<file path="config.mk">
export PLATFORM = sky130hd
export DESIGN_NAME = lsu_arbiter_multi_flat
export DESIGN_NICKNAME = d
export VERILOG_FILES = /design/src/rtl/lsu_arbiter_multi_if.sv /design/src/rtl/lsu_arbiter_multi.sv /design/src/flat_wrapper.sv
export SDC_FILE = /design/constraint.sdc
export NUM_CORES = 1
export LEC_CHECK = 0
export ABC_AREA = 1
export CAP_MARGIN = 5
export CORE_MARGIN = 2
export CORE_UTILIZATION = 46
export DETAILED_ROUTE_END_ITERATION = 12
export HOLD_SLACK_MARGIN = 0.06
export PLACE_DENSITY = 0.77
export SKIP_LAST_GASP = 1
export SYNTH_ARGS = -nofsm -noshare
export SYNTH_HDL_FRONTEND = slang
export SYNTH_SLANG_ARGS = --single-unit
</file>
<file path="constraint.sdc">
create_clock -name clk -period 2 [get_ports clk]
set_clock_uncertainty 0.1 [all_clocks]
set_input_delay 0.3 -clock clk [delete_from_list [all_inputs] [get_ports clk]]
set_output_delay 0.3 -clock clk [all_outputs]
set_load 0.005 [all_outputs]
</file>
<file path="src/rtl/lsu_arbiter_multi_if.sv">
// lsu_arbiter_multi_if: lane request/response and memory-port bundle for lsu_arbiter_multi.
// Lane side : req_valid/req_write/req_addr/req_wdata in, resp_valid/resp_rdata/busy out.
// Memory side: mem_valid/mem_write/mem_addr/mem_wdata out, mem_ready/mem_rdata in.
// slave = the arbiter's view, master = the view of whatever drives lanes and models memory.
interface lsu_arbiter_multi_if #(
    parameter int NUM_CHANNELS = 4,
    parameter int ADDR_WIDTH   = 8,
    parameter int DATA_WIDTH   = 8
);
    logic [NUM_CHANNELS-1:0]            req_valid;
    logic [NUM_CHANNELS-1:0]            req_write;
    logic [NUM_CHANNELS*ADDR_WIDTH-1:0] req_addr;
    logic [NUM_CHANNELS*DATA_WIDTH-1:0] req_wdata;
    logic [NUM_CHANNELS-1:0]            resp_valid;
    logic [NUM_CHANNELS*DATA_WIDTH-1:0] resp_rdata;
    logic [NUM_CHANNELS-1:0]            busy;
    logic                               mem_valid;
    logic                               mem_write;
    logic [ADDR_WIDTH-1:0]              mem_addr;
    logic [DATA_WIDTH-1:0]              mem_wdata;
    logic                               mem_ready;
    logic [DATA_WIDTH-1:0]              mem_rdata;
    modport slave (
        input  req_valid, req_write, req_addr, req_wdata, mem_ready, mem_rdata,
        output resp_valid, resp_rdata, busy, mem_valid, mem_write, mem_addr, mem_wdata
    );
    modport master (
        output req_valid, req_write, req_addr, req_wdata, mem_ready, mem_rdata,
        input  resp_valid, resp_rdata, busy, mem_valid, mem_write, mem_addr, mem_wdata
    );
endinterface

</file>
<file path="src/rtl/lsu_arbiter_multi.sv">
// lsu_arbiter_multi: NUM_CHANNELS load/store lanes sharing one memory port via round-robin arbitration.
// Ports: clk, reset (sync, active-high), bus (lsu_arbiter_multi_if.slave) carrying
// per-lane requests/responses/busy and the registered valid/ready memory port.
module lsu_arbiter_multi #(
    parameter int NUM_CHANNELS = 4,
    parameter int ADDR_WIDTH   = 8,
    parameter int DATA_WIDTH   = 8
) (
    input  logic                  clk,
    input  logic                  reset,
    lsu_arbiter_multi_if.slave    bus
);
    localparam int IW = NUM_CHANNELS > 1 ? $clog2(NUM_CHANNELS) : 1;
    typedef enum logic [1:0] {IDLE, PENDING, ISSUED, DONE} state_t;
    state_t                 r_state     [NUM_CHANNELS];
    state_t                 w_state_nxt [NUM_CHANNELS];
    logic                   r_wr        [NUM_CHANNELS];
    logic [ADDR_WIDTH-1:0]  r_addr      [NUM_CHANNELS];
    logic [DATA_WIDTH-1:0]  r_wdata     [NUM_CHANNELS];
    logic [NUM_CHANNELS*DATA_WIDTH-1:0] r_rdata;
    logic [IW-1:0]          r_ptr;
    logic                   r_mem_valid;
    logic                   r_mem_write;
    logic [ADDR_WIDTH-1:0]  r_mem_addr;
    logic [DATA_WIDTH-1:0]  r_mem_wdata;
    logic                   w_free;
    logic                   w_gnt;
    logic [IW-1:0]          w_gnt_idx;
    logic [NUM_CHANNELS-1:0] w_busy;
    logic [NUM_CHANNELS-1:0] w_resp;

    function automatic logic [IW-1:0] wrap(input int v);
        return IW'(v % NUM_CHANNELS);
    endfunction

    // Port frees up in the same edge the owner completes, so the next grant has no bubble.
    assign w_free = !r_mem_valid || bus.mem_ready;

    always_comb begin
        w_gnt     = 1'b0;
        w_gnt_idx = '0;
        for (int k = 0; k < NUM_CHANNELS; k++) begin
            if (w_free && !w_gnt && r_state[wrap(int'(r_ptr) + k)] == PENDING) begin
                w_gnt     = 1'b1;
                w_gnt_idx = wrap(int'(r_ptr) + k);
            end
        end
    end

    always_ff @(posedge clk) begin
        for (int i = 0; i < NUM_CHANNELS; i++)
            r_state[i] <= reset ? IDLE : w_state_nxt[i];
    end

    // ISSUED implies mem_valid, so mem_ready here always belongs to this lane.
    always_comb begin
        for (int i = 0; i < NUM_CHANNELS; i++) begin
            w_state_nxt[i] = r_state[i];
            unique case (r_state[i])
                IDLE:    w_state_nxt[i] = bus.req_valid[i] ? PENDING : IDLE;
                PENDING: w_state_nxt[i] = (w_gnt && w_gnt_idx == IW'(i)) ? ISSUED : PENDING;
                ISSUED:  w_state_nxt[i] = bus.mem_ready ? DONE : ISSUED;
                default: w_state_nxt[i] = IDLE;
            endcase
        end
    end

    always_comb begin
        for (int i = 0; i < NUM_CHANNELS; i++) begin
            w_busy[i] = r_state[i] != IDLE;
            w_resp[i] = r_state[i] == DONE;
        end
    end

    always_ff @(posedge clk) begin
        if (reset) begin
            for (int i = 0; i < NUM_CHANNELS; i++) begin
                r_wr[i]    <= 1'b0;
                r_addr[i]  <= '0;
                r_wdata[i] <= '0;
            end
            r_rdata     <= '0;
            r_ptr       <= '0;
            r_mem_valid <= 1'b0;
            r_mem_write <= 1'b0;
            r_mem_addr  <= '0;
            r_mem_wdata <= '0;
        end else begin
            for (int i = 0; i < NUM_CHANNELS; i++) begin
                if (r_state[i] == IDLE && bus.req_valid[i]) begin
                    r_wr[i]    <= bus.req_write[i];
                    r_addr[i]  <= bus.req_addr[i*ADDR_WIDTH +: ADDR_WIDTH];
                    r_wdata[i] <= bus.req_wdata[i*DATA_WIDTH +: DATA_WIDTH];
                end
                if (r_state[i] == ISSUED && bus.mem_ready && !r_wr[i])
                    r_rdata[i*DATA_WIDTH +: DATA_WIDTH] <= bus.mem_rdata;
            end
            if (w_gnt) begin
                r_mem_valid <= 1'b1;
                r_mem_write <= r_wr[w_gnt_idx];
                r_mem_addr  <= r_addr[w_gnt_idx];
                r_mem_wdata <= r_wdata[w_gnt_idx];
                r_ptr       <= (w_gnt_idx == IW'(NUM_CHANNELS - 1)) ? '0 : w_gnt_idx + 1'b1;
            end else if (bus.mem_ready) begin
                r_mem_valid <= 1'b0;
            end
        end
    end

    assign bus.busy       = w_busy;
    assign bus.resp_valid = w_resp;
    assign bus.resp_rdata = r_rdata;
    assign bus.mem_valid  = r_mem_valid;
    assign bus.mem_write  = r_mem_write;
    assign bus.mem_addr   = r_mem_addr;
    assign bus.mem_wdata  = r_mem_wdata;
endmodule

</file>
<file path="src/flat_wrapper.sv">
// flat-port wrapper written by rule: the top's interface ports become plain ports
module lsu_arbiter_multi_flat 
#(
    parameter int NUM_CHANNELS = 4,
    parameter int ADDR_WIDTH   = 8,
    parameter int DATA_WIDTH   = 8
)
  (clk, reset, bus_req_valid, bus_req_write, bus_req_addr, bus_req_wdata, bus_mem_ready, bus_mem_rdata, bus_resp_valid, bus_resp_rdata, bus_busy, bus_mem_valid, bus_mem_write, bus_mem_addr, bus_mem_wdata);
  lsu_arbiter_multi_if #(.NUM_CHANNELS(NUM_CHANNELS), .ADDR_WIDTH(ADDR_WIDTH), .DATA_WIDTH(DATA_WIDTH)) bus_i ();
  input  logic clk;
  input  logic reset;
  input wire logic [$bits(bus_i.req_valid)-1:0] bus_req_valid;
  input wire logic [$bits(bus_i.req_write)-1:0] bus_req_write;
  input wire logic [$bits(bus_i.req_addr)-1:0] bus_req_addr;
  input wire logic [$bits(bus_i.req_wdata)-1:0] bus_req_wdata;
  input wire logic [$bits(bus_i.mem_ready)-1:0] bus_mem_ready;
  input wire logic [$bits(bus_i.mem_rdata)-1:0] bus_mem_rdata;
  output wire logic [$bits(bus_i.resp_valid)-1:0] bus_resp_valid;
  output wire logic [$bits(bus_i.resp_rdata)-1:0] bus_resp_rdata;
  output wire logic [$bits(bus_i.busy)-1:0] bus_busy;
  output wire logic [$bits(bus_i.mem_valid)-1:0] bus_mem_valid;
  output wire logic [$bits(bus_i.mem_write)-1:0] bus_mem_write;
  output wire logic [$bits(bus_i.mem_addr)-1:0] bus_mem_addr;
  output wire logic [$bits(bus_i.mem_wdata)-1:0] bus_mem_wdata;
  assign bus_i.req_valid = bus_req_valid;
  assign bus_i.req_write = bus_req_write;
  assign bus_i.req_addr = bus_req_addr;
  assign bus_i.req_wdata = bus_req_wdata;
  assign bus_i.mem_ready = bus_mem_ready;
  assign bus_i.mem_rdata = bus_mem_rdata;
  assign bus_resp_valid = bus_i.resp_valid;
  assign bus_resp_rdata = bus_i.resp_rdata;
  assign bus_busy = bus_i.busy;
  assign bus_mem_valid = bus_i.mem_valid;
  assign bus_mem_write = bus_i.mem_write;
  assign bus_mem_addr = bus_i.mem_addr;
  assign bus_mem_wdata = bus_i.mem_wdata;
  lsu_arbiter_multi #(.NUM_CHANNELS(NUM_CHANNELS), .ADDR_WIDTH(ADDR_WIDTH), .DATA_WIDTH(DATA_WIDTH)) u_core (.clk(clk), .reset(reset), .bus(bus_i));
endmodule
</file>
==> metrics.txt <==
status finished with violations; violated checks setup timing; Fin Hold WS 382 ps; Avg WL per Cell 18.7 microns; All-Layer GR Usage 27.4%; final core utilization 75.2%; share of cells above drive strength 1 24.6%; largest net degree at the start of global routing 36; Starting Density 47.0%; placed cells 1,155; Seq pwr share 20.3%; post-synthesis sequential area ratio 52.9%; Vias/cell 5.37; synthesized area 6200 sq um; io pins 141; Mean Syn Cell Area 7.65 sq um; row cnt 42; Die Area 14,400 sq um; Max Slew Vio Count 0; CP Capture Type register; Critical Path RT 2210 ps; fillers 794; IO buf count 140; PD cells 1940 nW/um^2; data arrival time of the critical path 2520 ps; Hold Fails Final Rpt 0; startpoint types register; final worst path period share 116%; area of the core 13,200 sq um; Comb pwr share 63.2%; first drt pass iteration count 6; fin worst setup slack -313 ps; dpl hpwl 11,900 microns; Ant. Diodes 0; P_sw 8.37 mW; Layout area overhead 59.8%; die height 120 microns; vias in the first global route 6,033; Hold-fix buffers, CTS 0; register bit total from synthesis 130; syn_nets 898; Finished Layout Cells 1,214; total number of vias 6,516; crit path kind reg -> reg; Iteration-0 DRC Markers 736; RSZ-0062 raised after global routing yes; Slew headroom 67.5%; Total Wirelength 22,700 microns; max_cap viols 0; Worst-Margin Slew 487 ps; maximum root-to-sink buffer count 2; TritonCTS clock tree yes; final net count 1,112; fmax 432 MHz; Final TNS setup -6760 ps; grt total ovfl 0; Max VDD drop 1.22 mV; Net Sw Frac 43.6%; Post-Syn Instances 811; first-pass GRT wire length 30,400 microns; # H-tree levels 4; Distinct cells, synth 25; clock share of power 16.5%; DRC viols 0; final worst path period need 2310 ps; number of buffers created by CTS 17; initial antenna violation count 0; HP Class reg -> reg; CTS clk-pin slew, worst paths 60 ps; endpoints failing setup 29; Clock Sinks 130; Leak 4.62 nW; clock insertion delay at the later pin of the skew report 420 ps; Placement Setup Slack -464 ps; post-route antenna net violation count 0; CTS Root Cell clkbuf_16; Yosys warning count 0; crit-path max FO 8; Die W 120 microns; gp weighted congestion 0.930; Int Power 10.8 mW
metal layers:
| metal | up-vias | wire (microns) | track usage [%] |
|---|---|---|---|
| li1 | 2931 | - | - |
| met4 | 0 | 1570 | 14.0 |
| met3 | 147 | 1830 | 5.70 |
| met1 | 2995 | 8340 | 33.2 |
| met5 | - | 0 | 0 |
| met2 | 443 | 11000 | 45.8 |
synthesized netlist by cell type (all sizes together):
library cell	n	area [sq um]
dfxtp	62	1240
clkbuf	15	56.3
nor2	189	732
nand2	98	380
edfxtp	68	2040
inv	187	702
buf	13	95.1
ha	4	50.1
a21oi	16	80.1
a211oi	2	15.0
nand3b	1	7.51
nand4	10	68.8
o21bai	1	11.3
clkinv	2	7.51
nand3	108	541
o21ai	35	175
power groups by stage:
| stage | registers [mW] | clock network [mW] | logic (mW) |
|---|---|---|---|
| 6_report | 3.90 | 3.17 | 12.1 |
| 3_5_place_dp | 3.85 | 0 | 7.58 |
| 4_1_cts | 3.82 | 3.12 | 9.85 |
| 5_1_grt | 3.92 | 3.25 | 12.7 |
| 2_1_floorplan | 3.78 | 0 | 4.66 |
| 3_3_place_gp | 3.84 | 0 | 7.46 |
registers in the layout (all words and copies together), names as in the netlist, named ones only:
name	flops
u_core.r_wr	4
u_core.bus.mem_valid	1
u_core.r_ptr	2
u_core.bus.mem_addr	8
u_core.r_wdata	32
u_core.bus.mem_wdata	8
u_core.r_addr	32
u_core.bus.resp_rdata	32
u_core.r_state	8
u_core.bus.mem_write	1
final cells by class:
class | instances | area (sq um) | share of cell area, %
Sequential cell | 130 | 3300 | 33.3
Multi-Input combinational cell | 464 | 2680 | 27.0
Timing Repair Buffer | 223 | 2390 | 24.1
Inverter | 189 | 729 | 7.36
Clock buffer | 18 | 429 | 4.33
Tap cell | 176 | 220 | 2.22
Clock inverter | 14 | 164 | 1.65
timing repair:
action	4_1_cts	5_1_grt
pin swaps	11	40
endpoints found under the setup margin	28	35
buffers inserted	10	14
cloned	5	1
gates resized for setup	77	83
worst paths after layout:
| check | depth (start not counted) | endpoint | slack (ps) | from |
|---|---|---|---|---|
| max reg2reg | 16 | u_core.bus.mem_wdata[3] | -310 | u_core.r_ptr[0] |
| min reg2reg | 2 | u_core.bus.resp_rdata[13] | 380 | u_core.bus.resp_rdata[13] |
| min | 2 | u_core.bus.resp_rdata[13] | 380 | u_core.bus.resp_rdata[13] |
| max | 16 | u_core.bus.mem_wdata[3] | -310 | u_core.r_ptr[0] |
worst max-delay path: stages (launching register included):
cell and delay (ps):
dfxtp_4 440, buf_6 130, nand2_2 50, nand2_2 90, buf_4 110, nand3_1 80, nand2_1 90, inv_2 60
nor2_4 160, buf_4 150, o21bai_4 70, buf_12 150, buf_12 140, nand3_1 120, nand3_1 100, nand2_1 90
inv_1 50
layout by cell type, fill, tap and decap left out, drive strengths merged:
master,instances
o21ai,35
inv,190
clkinv,5
clkinvlp,5
dfxtp,62
dlymetal6s2s,1
nand2,98
clkdlybuf4s50,139
clkbuf,19
ha,4
nand4,10
buf,82
a211oi,2
nand3b,1
nor2,189
bufinv,3
o21bai,1
nand3,108
edfxtp,68
a21oi,16
stage by stage:
| step | cell area, sq um | power [mW] |
|---|---|---|
| after floorplan | 6310 | 8.45 |
| after global placement | 8380 | 11.3 |
| after detailed placement | 8380 | 11.4 |
| after CTS | 9510 | 16.8 |
| after global routing | 9910 | 19.9 |
| final | 9910 | 19.2 |
logic make-up (layout without fill, tap and decap cells):
kind of cell,Yosys count,count (layout),share of synthesized area [%]
buffers and inverters,217,444,13.9
adders and majority gates,4,4,0.807
AOI/OAI and AO/OA,54,54,4.54
DFF,130,130,52.9
and+or+nand+nor,406,406,27.9
No activity file was read; power rests on OpenSTA's default activity.
